$ cat config.mk
export PLATFORM = sky130hd
export DESIGN_NAME = ntt_butterfly_pipe
export DESIGN_NICKNAME = d
export VERILOG_FILES = /design/src/rtl/ntt_pkg.sv /design/src/rtl/mod_mult_pipe.sv /design/src/rtl/ntt_butterfly_pipe.sv
export SDC_FILE = /design/constraint.sdc
export NUM_CORES = 2
export LEC_CHECK = 0
export CAP_MARGIN = 10
export CORE_MARGIN = 4
export CORE_UTILIZATION = 35
export DETAILED_ROUTE_END_ITERATION = 8
export PLACE_DENSITY = 0.52
export SETUP_SLACK_MARGIN = 0.3
export SYNTH_ARGS = -nofsm -noshare
export SYNTH_HDL_FRONTEND = slang
export SYNTH_SLANG_ARGS = --single-unit
$ cat constraint.sdc
create_clock -name clk -period 201.8 [get_ports clk]
set_clock_uncertainty 0.05 [all_clocks]
set_input_delay 40.36 -clock clk [delete_from_list [all_inputs] [get_ports clk]]
set_output_delay 40.36 -clock clk [all_outputs]
set_load 0.05 [all_outputs]
$ cat src/rtl/ntt_pkg.sv
// Shared NTT definitions: butterfly mode encoding, default widths and the
// modular add/subtract/halve helpers used by the butterfly and the NTT controller.
// The helpers work on NTT_MAX_W-bit operands so any W <= NTT_MAX_W-1 can
// zero-extend into them and truncate the result back.
package ntt_pkg;

  localparam logic BF_MODE_CT = 1'b0;  // Cooley-Tukey:    (a+wb, a-wb)
  localparam logic BF_MODE_GS = 1'b1;  // Gentleman-Sande: (a+b, (a-b)w)

  localparam int NTT_W_DEF       = 16;
  localparam int NTT_MUL_LAT_DEF = 4;
  localparam int NTT_MAX_W       = 32;

  // Per-beat tag carried alongside the datapath.
  typedef struct packed {
    logic valid;
    logic mode;
    logic halve;
  } bf_tag_t;

  // (a + b) mod q for a, b < q: one extra bit of headroom, single conditional subtract.
  function automatic logic [NTT_MAX_W-1:0] mod_add(
    input logic [NTT_MAX_W-1:0] a,
    input logic [NTT_MAX_W-1:0] b,
    input logic [NTT_MAX_W-1:0] q
  );
    logic [NTT_MAX_W:0] s;
    s = {1'b0, a} + {1'b0, b};
    if (s >= {1'b0, q}) begin
      s = s - {1'b0, q};
    end
    return s[NTT_MAX_W-1:0];
  endfunction

  // (a - b) mod q for a, b < q: the top bit of the difference is the borrow.
  function automatic logic [NTT_MAX_W-1:0] mod_sub(
    input logic [NTT_MAX_W-1:0] a,
    input logic [NTT_MAX_W-1:0] b,
    input logic [NTT_MAX_W-1:0] q
  );
    logic [NTT_MAX_W:0] d;
    d = {1'b0, a} - {1'b0, b};
    if (d[NTT_MAX_W]) begin
      d = d + {1'b0, q};
    end
    return d[NTT_MAX_W-1:0];
  endfunction

  // x * 2^-1 mod q for odd q: even x shifts, odd x becomes (x+q)/2 (x+q is even).
  function automatic logic [NTT_MAX_W-1:0] mod_half(
    input logic [NTT_MAX_W-1:0] x,
    input logic [NTT_MAX_W-1:0] q
  );
    logic [NTT_MAX_W:0] s;
    if (x[0]) begin
      s = {1'b0, x} + {1'b0, q};
    end else begin
      s = {1'b0, x};
    end
    return s[NTT_MAX_W:1];
  endfunction

endpackage

$ cat src/rtl/mod_mult_pipe.sv
// Modular multiplier: p = (a*b) mod q, available MUL_LAT cycles after the
// operands are presented. No handshake; the caller tracks validity.
module mod_mult_pipe #(
  parameter int W       = 16,
  parameter int MUL_LAT = 4
) (
  input  logic         clk,
  input  logic         reset,
  input  logic [W-1:0] a,
  input  logic [W-1:0] b,
  input  logic [W-1:0] q,
  output logic [W-1:0] p
);

  logic [2*W-1:0] prod;
  logic [2*W-1:0] q_ext;
  logic [2*W-1:0] rem;
  logic [W-1:0]   pipe [MUL_LAT];

  // Full-width product and reduction; the register chain below retimes it.
  always_comb begin
    prod  = {{W{1'b0}}, a} * {{W{1'b0}}, b};
    q_ext = {{W{1'b0}}, q};
    rem   = prod % q_ext;
  end

  // MUL_LAT-deep result pipeline.
  always_ff @(posedge clk or posedge reset) begin
    if (reset) begin
      for (int i = 0; i < MUL_LAT; i++) begin
        pipe[i] <= '0;
      end
    end else begin
      pipe[0] <= W'(rem);
      for (int i = 1; i < MUL_LAT; i++) begin
        pipe[i] <= pipe[i-1];
      end
    end
  end

  assign p = pipe[MUL_LAT-1];

endmodule

$ cat src/rtl/ntt_butterfly_pipe.sv
// Fully pipelined NTT/INTT butterfly. Each beat picks CT or GS and optional
// 1/2 scaling. Stages: input register, S0 (GS pre-add/sub), MUL_LAT multiplier
// stages with a matching bypass, final add/sub/halve register.
//
// Handshake: in_valid=1 means in_* carry a beat this cycle and it is always
// accepted (no ready, no backpressure); out_valid=1 means out_even/out_odd
// carry a result for exactly this cycle. flush kills everything in flight.
module ntt_butterfly_pipe
  import ntt_pkg::*;
#(
  parameter int W       = NTT_W_DEF,
  parameter int MUL_LAT = NTT_MUL_LAT_DEF
) (
  input  logic         clk,
  input  logic         reset,
  input  logic         flush,
  input  logic         in_valid,
  input  logic         in_mode,
  input  logic         in_halve,
  input  logic [W-1:0] q,
  input  logic [W-1:0] in_a,
  input  logic [W-1:0] in_b,
  input  logic [W-1:0] in_w,
  output logic         out_valid,
  output logic [W-1:0] out_even,
  output logic [W-1:0] out_odd,
  output logic         busy
);

  localparam int LAT      = MUL_LAT + 2;
  localparam int TAG_LAST = LAT - 1;

  // tag[0] input register, tag[1] S0, tag[2..LAT-1] multiplier stages.
  bf_tag_t      tag [LAT];

  logic [W-1:0] a_r, b_r, w_r;
  logic [W-1:0] s0_x, s0_y, s0_w;
  logic [W-1:0] s0_x_d, s0_y_d;
  logic [W-1:0] byp [MUL_LAT];
  logic [W-1:0] prod;
  logic [W-1:0] fin_even, fin_odd;

  function automatic logic [NTT_MAX_W-1:0] widen(input logic [W-1:0] x);
    return NTT_MAX_W'(x);
  endfunction

  function automatic logic [W-1:0] narrow(input logic [NTT_MAX_W-1:0] x);
    return W'(x);
  endfunction

  // Tag pipeline: valid/mode/halve shift with the beat; flush clears every valid bit.
  always_ff @(posedge clk or posedge reset) begin
    if (reset) begin
      for (int i = 0; i < LAT; i++) begin
        tag[i] <= '0;
      end
    end else begin
      tag[0].valid <= in_valid & ~flush;
      tag[0].mode  <= in_valid & in_mode;
      tag[0].halve <= in_valid & in_halve;
      for (int i = 1; i < LAT; i++) begin
        tag[i].valid <= tag[i-1].valid & ~flush;
        tag[i].mode  <= tag[i-1].mode;
        tag[i].halve <= tag[i-1].halve;
      end
    end
  end

  // Input register for the operands.
  always_ff @(posedge clk or posedge reset) begin
    if (reset) begin
      a_r <= '0;
      b_r <= '0;
      w_r <= '0;
    end else begin
      a_r <= in_a;
      b_r <= in_b;
      w_r <= in_w;
    end
  end

  // S0 operand selection: GS pre-computes sum/diff, CT passes a/b through.
  always_comb begin
    s0_x_d = a_r;
    s0_y_d = b_r;
    if (tag[0].mode == BF_MODE_GS) begin
      s0_x_d = narrow(mod_add(widen(a_r), widen(b_r), widen(q)));
      s0_y_d = narrow(mod_sub(widen(a_r), widen(b_r), widen(q)));
    end
  end

  // S0 register: x is the bypass operand, y*w goes to the multiplier.
  always_ff @(posedge clk or posedge reset) begin
    if (reset) begin
      s0_x <= '0;
      s0_y <= '0;
      s0_w <= '0;
    end else begin
      s0_x <= s0_x_d;
      s0_y <= s0_y_d;
      s0_w <= w_r;
    end
  end

  mod_mult_pipe #(
    .W       (W),
    .MUL_LAT (MUL_LAT)
  ) u_mult (
    .clk   (clk),
    .reset (reset),
    .a     (s0_y),
    .b     (s0_w),
    .q     (q),
    .p     (prod)
  );

  // Bypass shift register keeps a (CT) or sum (GS) aligned with the product.
  always_ff @(posedge clk or posedge reset) begin
    if (reset) begin
      for (int i = 0; i < MUL_LAT; i++) begin
        byp[i] <= '0;
      end
    end else begin
      byp[0] <= s0_x;
      for (int i = 1; i < MUL_LAT; i++) begin
        byp[i] <= byp[i-1];
      end
    end
  end

  // Final combine: CT butterfly or GS pass-through, then optional halving.
  always_comb begin
    if (tag[TAG_LAST].mode == BF_MODE_CT) begin
      fin_even = narrow(mod_add(widen(byp[MUL_LAT-1]), widen(prod), widen(q)));
      fin_odd  = narrow(mod_sub(widen(byp[MUL_LAT-1]), widen(prod), widen(q)));
    end else begin
      fin_even = byp[MUL_LAT-1];
      fin_odd  = prod;
    end
    if (tag[TAG_LAST].halve) begin
      fin_even = narrow(mod_half(widen(fin_even), widen(q)));
      fin_odd  = narrow(mod_half(widen(fin_odd), widen(q)));
    end
  end

  // Output register: data only moves for a live beat, otherwise it holds.
  always_ff @(posedge clk or posedge reset) begin
    if (reset) begin
      out_valid <= 1'b0;
      out_even  <= '0;
      out_odd   <= '0;
    end else begin
      out_valid <= tag[TAG_LAST].valid & ~flush;
      if (tag[TAG_LAST].valid & ~flush) begin
        out_even <= fin_even;
        out_odd  <= fin_odd;
      end
    end
  end

  // busy: any beat anywhere in the pipeline, including the output register.
  always_comb begin
    busy = out_valid;
    for (int i = 0; i < LAT; i++) begin
      busy = busy | tag[i].valid;
    end
  end

endmodule

Word-level counts from Yosys, hierarchy flattened:

Index checks and enable logic that the tools add are counted.

* input port bits: 70
* register bits: 275
* word-level logic and storage cells: 77

* multiply operators: 1
* $add $sub $neg: 10
* bitwise gates (word level): 16
* multiplexer cells: 12
* order comparisons: 2
* div/mod/pow operators: 1

Operators with widths (count)
* $mux W16: 10
* $add A16 B16 Y17: 4
* $ge A17 B16 Y1: 2
* $mux W17: 2
* $sub A16 B16 Y17: 2
* $add A16 B16 Y16: 2
* $mod A32 B16 Y32: 1
* $mul A16 B16 Y32: 1
* $sub A16 B16 Y16: 2
* $and A1 B1 Y1: 9
* $or A1 B1 Y1: 6
* $not A1 Y1: 1

Depth between registers and ports, before layout:

* depth in word-level cells: 7
* depth in mapped cells: 511
* mapped depth without buffers: 467

Cells and area by module:

A second synthesis with hierarchy kept.

* cells, all modules: 6091
* area, all modules: 48669.2 µm²

Modules (own cells, without submodules)
* mod_mult_pipe: area each 33908.8 µm², cells an instance 4483, instances 1
* ntt_butterfly_pipe: area each 14760.4 µm², cells an instance 1608, instances 1

Worst setup path before layout:

No wires, ideal clock.

* path kind: in2reg
* start: input port q[0]
* end: register u_mult.pipe[55] in the netlist's numbering
* arrival time: 131.863 ns
* cell stages on the path: 465
* library setup time: 0.125 ns
* path slack: 69.761 ns
* cells stage by stage: inv_1 > ha_1 > a41oi_1 > a41oi_1 > ha_1 > o21a_1 > o211ai_2 > nor2_1 > a21o_1 > ha_1 > o21a_1 > o21a_1 > o21a_1 > o31a_1 > a21o_1 > ha_1 > or3_1 > o211ai_1 > (+429 left out) > o21bai_1 > a21oi_1 > o21bai_1 > a21oi_1 > o21bai_1 > a21oi_1 > o21bai_1 > a21oi_1 > o21bai_1 > a21oi_1 > nor2b_1 > o31a_1 > nor3_1 > nand4_1 > a2111oi_1 > nand3_4 > buf_6 > mux2_4

* cells in the longest elaborated chain, start to end: 1

Ends and longest elaborated chain
* start: declaration: RTL line ntt_butterfly_pipe.sv:20 `input logic [W-1:0] q,`
* $mod A32 B16 Y32: RTL line mod_mult_pipe.sv:24 `rem = prod % q_ext;`
* named net u_mult.rem[7]: RTL line mod_mult_pipe.sv:17 `logic [2*W-1:0] rem;`
* end signal: indexed assignment: RTL line mod_mult_pipe.sv:36 `pipe[i] <= pipe[i-1];`
* end: declaration: RTL line mod_mult_pipe.sv:18 `logic [W-1:0] pipe [MUL_LAT];`

The timed path passes the listed nets, and every way through them passes these cells.
A chain may end at the register's enable or synchronous reset.

Worst setup path after layout:

* start: input port q[14]
* end: register u_mult.pipe[52] in the netlist's numbering

Same word-level chain as after synthesis.

==> flow_metrics.py <==
metrics = {
    "synth": {
        "synth.top_cell.area_share": 0.175,
        "synth_edf_count": 0,
        "synth_area_leaders": "ha_1 (18%), dfrtp_1 (15%), fa_1 (8.8%)",
        "yosys.area.top_type": "ha_1",
        "synth_commonest_cells": "ha_1 (654), nand2_1 (571), inv_1 (466), a21oi_1 (423), nor2_1 (421)",
        "mappedNetlistArea_um2": 46700,
        "synth-seq-area-share": 0.147,
        "ys_types": 132,
        "ys.flop_type": "dfrtp_1",
        "yosysMostFrequentCell": "ha_1",
        "synthArstFlopShare": 1.00,
        "yosys_warnings": 0,
        "synth_seq_cells": 275,
        "synthCells": 5782,
        "syn_avg_cell_area_um2": 8.08,
        "syn-num-nets": 6711,
    },
    "critical_path": {
        "path_class": "in2reg",
        "rr_startpoint": "s0_y[4]",
        "path_buf_inv": 14,
        "crit_family": "compound AO/OA/AOI/OAI gates",
        "crit_start": "q[14]",
        "critical_path_required_ns": 202.19,
        "crit_arrival_ns": 141.22,
        "crit_top_cell": "o21a_1",
        "critPathMaxFanout": 37,
        "cp-end-kind": "flip-flop",
        "cp-start-kind": "input pin",
        "cp_slowest_cell": "a211oi_4",
        "crit_path_max_incr_delay_ns": 0.99,
    },
    "floorplanning": {
        "dieHeight_um": 373,
        "placementRows": 133,
        "core_area_um2": 132000,
        "initial_core_util": 0.354,
        "die_x_um": 373,
        "die_area_um2": 139000,
        "ios": 104,
    },
    "global_route": {
        "overflow": 0,
        "grt_antenna_before_repair": 0,
        "grt_util_all_layers": 0.201,
        "grt_pass1_wl_mm": 229,
        "grt_pass1_vias": 40100,
        "grt_max_degree": 155,
    },
    "clock_network": {
        "cts_root_buf": "clkbuf_16",
        "worstSkewPairLatency_ns": 0.59,
        "clock_path_buffers": 3,
        "postCtsHoldBufs": 0,
        "postCtsSetupRepairBufs": 0,
        "numCtsBuffers": 34,
        "ctsResizeCount": 0,
        "clkTransAtPathRegs_ns": 0.06,
        "clkSinkCount": 275,
        "cts_tree": "yes",
        "h-tree-depth": 2,
    },
    "placement": {
        "gp_congestion": 0.890,
        "dpl.hpwl_mm": 115,
        "port_buffers": 103,
    },
    "layout": {
        "diodes": 0,
        "syn_to_final_growth_pct": 9.10,
        "fillCellCount": 13700,
        "drive_gt1_frac": 0.0694,
        "layout.nets": 6737,
    },
    "detailed_routing": {
        "drt_iter0_markers": 2856,
        "routed-via-count": 41600,
        "viasPerCell": 5.49,
        "ant_nets": 0,
        "post_drt_wl_per_cell_um": 19.1,
        "drt_wl_total_mm": 145,
        "firstDrtPassIters": 8,
        "drc": 0,
    },
    "sta": {
        "slew-limit-headroom": 0.184,
        "setup_tns_ns": 0,
        "fmax_mhz": 7.10,
        "final_max_slew_viol_count": 0,
        "period_share": 0.698,
        "hold_violations": 0,
        "tightest_slew_ns": 1.22,
        "fin_crit_ns": 140.84,
        "rsz0062_at_grt": "false",
        "finalSetupViolCount": 0,
    },
    "status": {
        "status": "finished clean",
    },
    "hold_path": {
        "hold_class": "reg2reg",
        "hold_start": "tag[12]",
    },
    "flow_run": {
        "maxCapViolCount": 0,
    },
}
[kinds of logic (layout without fill, tap and decap cells)]
| logic type | count (synthesis) | count (layout) | share of synthesized area |
|---|---|---|---|
| AND/OR/NAND/NOR | 1826 | 1826 | 0.190 |
| AO/OA/AOI/OAI | 1622 | 1622 | 0.232 |
| adder cells (fa/ha/maj) | 860 | 860 | 0.263 |
| buffers and inverters | 638 | 688 | 0.0522 |
| XOR/XNOR | 352 | 352 | 0.0663 |
| flip-flops | 275 | 275 | 0.147 |
| multiplexers | 209 | 209 | 0.0494 |
[placed cells by master, fill, tap and decap left out, types with 97 or more instances in the layout]
cell type / n
ha_1: 654
nand2_1: 571
inv_1: 456
nor2_1: 420
a21oi_1: 419
o21ai_0: 282
dfrtp_1: 272
xnor2_1: 218
nor3_1: 218
o21a_1: 209
fa_1: 205
and2_1: 145
xor2_1: 132
a21o_1: 118
clkdlybuf4s50_1: 103
mux2_2: 97
[flip-flops by register name (all words and copies together) (netlist names)]
| name | flops |
|---|---|
| byp | 64 |
| u_mult.pipe | 48 |
| tag | 18 |
| a_r | 16 |
| b_r | 16 |
| out_even | 16 |
| out_odd | 16 |
| s0_w | 16 |
| s0_x | 16 |
| s0_y | 16 |
| u_mult.p | 16 |
| w_r | 16 |
| out_valid | 1 |
[layer usage]
metal,track usage,vias up,routed length [um]
li1,-,20700,-
met1,0.287,20000,70300
met2,0.335,794,66500
met3,0.0187,111,5690
met4,0.0367,0,2640
met5,0,-,0
[through the flow]
stage / setup slack [ns] / std cells / cell area [um2] / utilization / hold WS (ns)
detailed placement: 61.48 / 7527 / 49800 / 0.377 / 0.285
finish: 60.96 / 7587 / 51000 / 0.386 / 0.290
global placement: 64.06 / 7527 / 49800 / 0.377 / 0.281
global route: 52.39 / 7587 / 51000 / 0.386 / 0.296
CTS: 61.85 / 7587 / 51000 / 0.386 / 0.292
floorplan: 69.76 / 5782 / 46700 / - / 0.281
[final cells by class]
type                            instances  area, um2  area share
Clock inverter                         15        241     0.00474
Sequential cell                       275       6890       0.135
Timing Repair Buffer                  159       1460      0.0287
Inverter                              469       1770      0.0347
Clock buffer                           45        972      0.0191
Multi-Input combinational cell       4869      37500       0.735
Tap cell                             1755       2200      0.0431
[final timing paths]
kind	slack, ns	cells after the start	to
hold reg to reg	0.29	0	tag[9]
hold / removal	0.29	0	tag[9]
max in group asynchronous	159.93	3	u_mult.p[14]
setup reg to reg	95.79	444	u_mult.pipe[52]
setup / recovery	60.96	428	u_mult.pipe[52]
min in group asynchronous	40.33	2	s0_y[7]
Power is not shown: default switching activity piles up to over one toggle a cycle in this logic, so the estimate is an artifact.
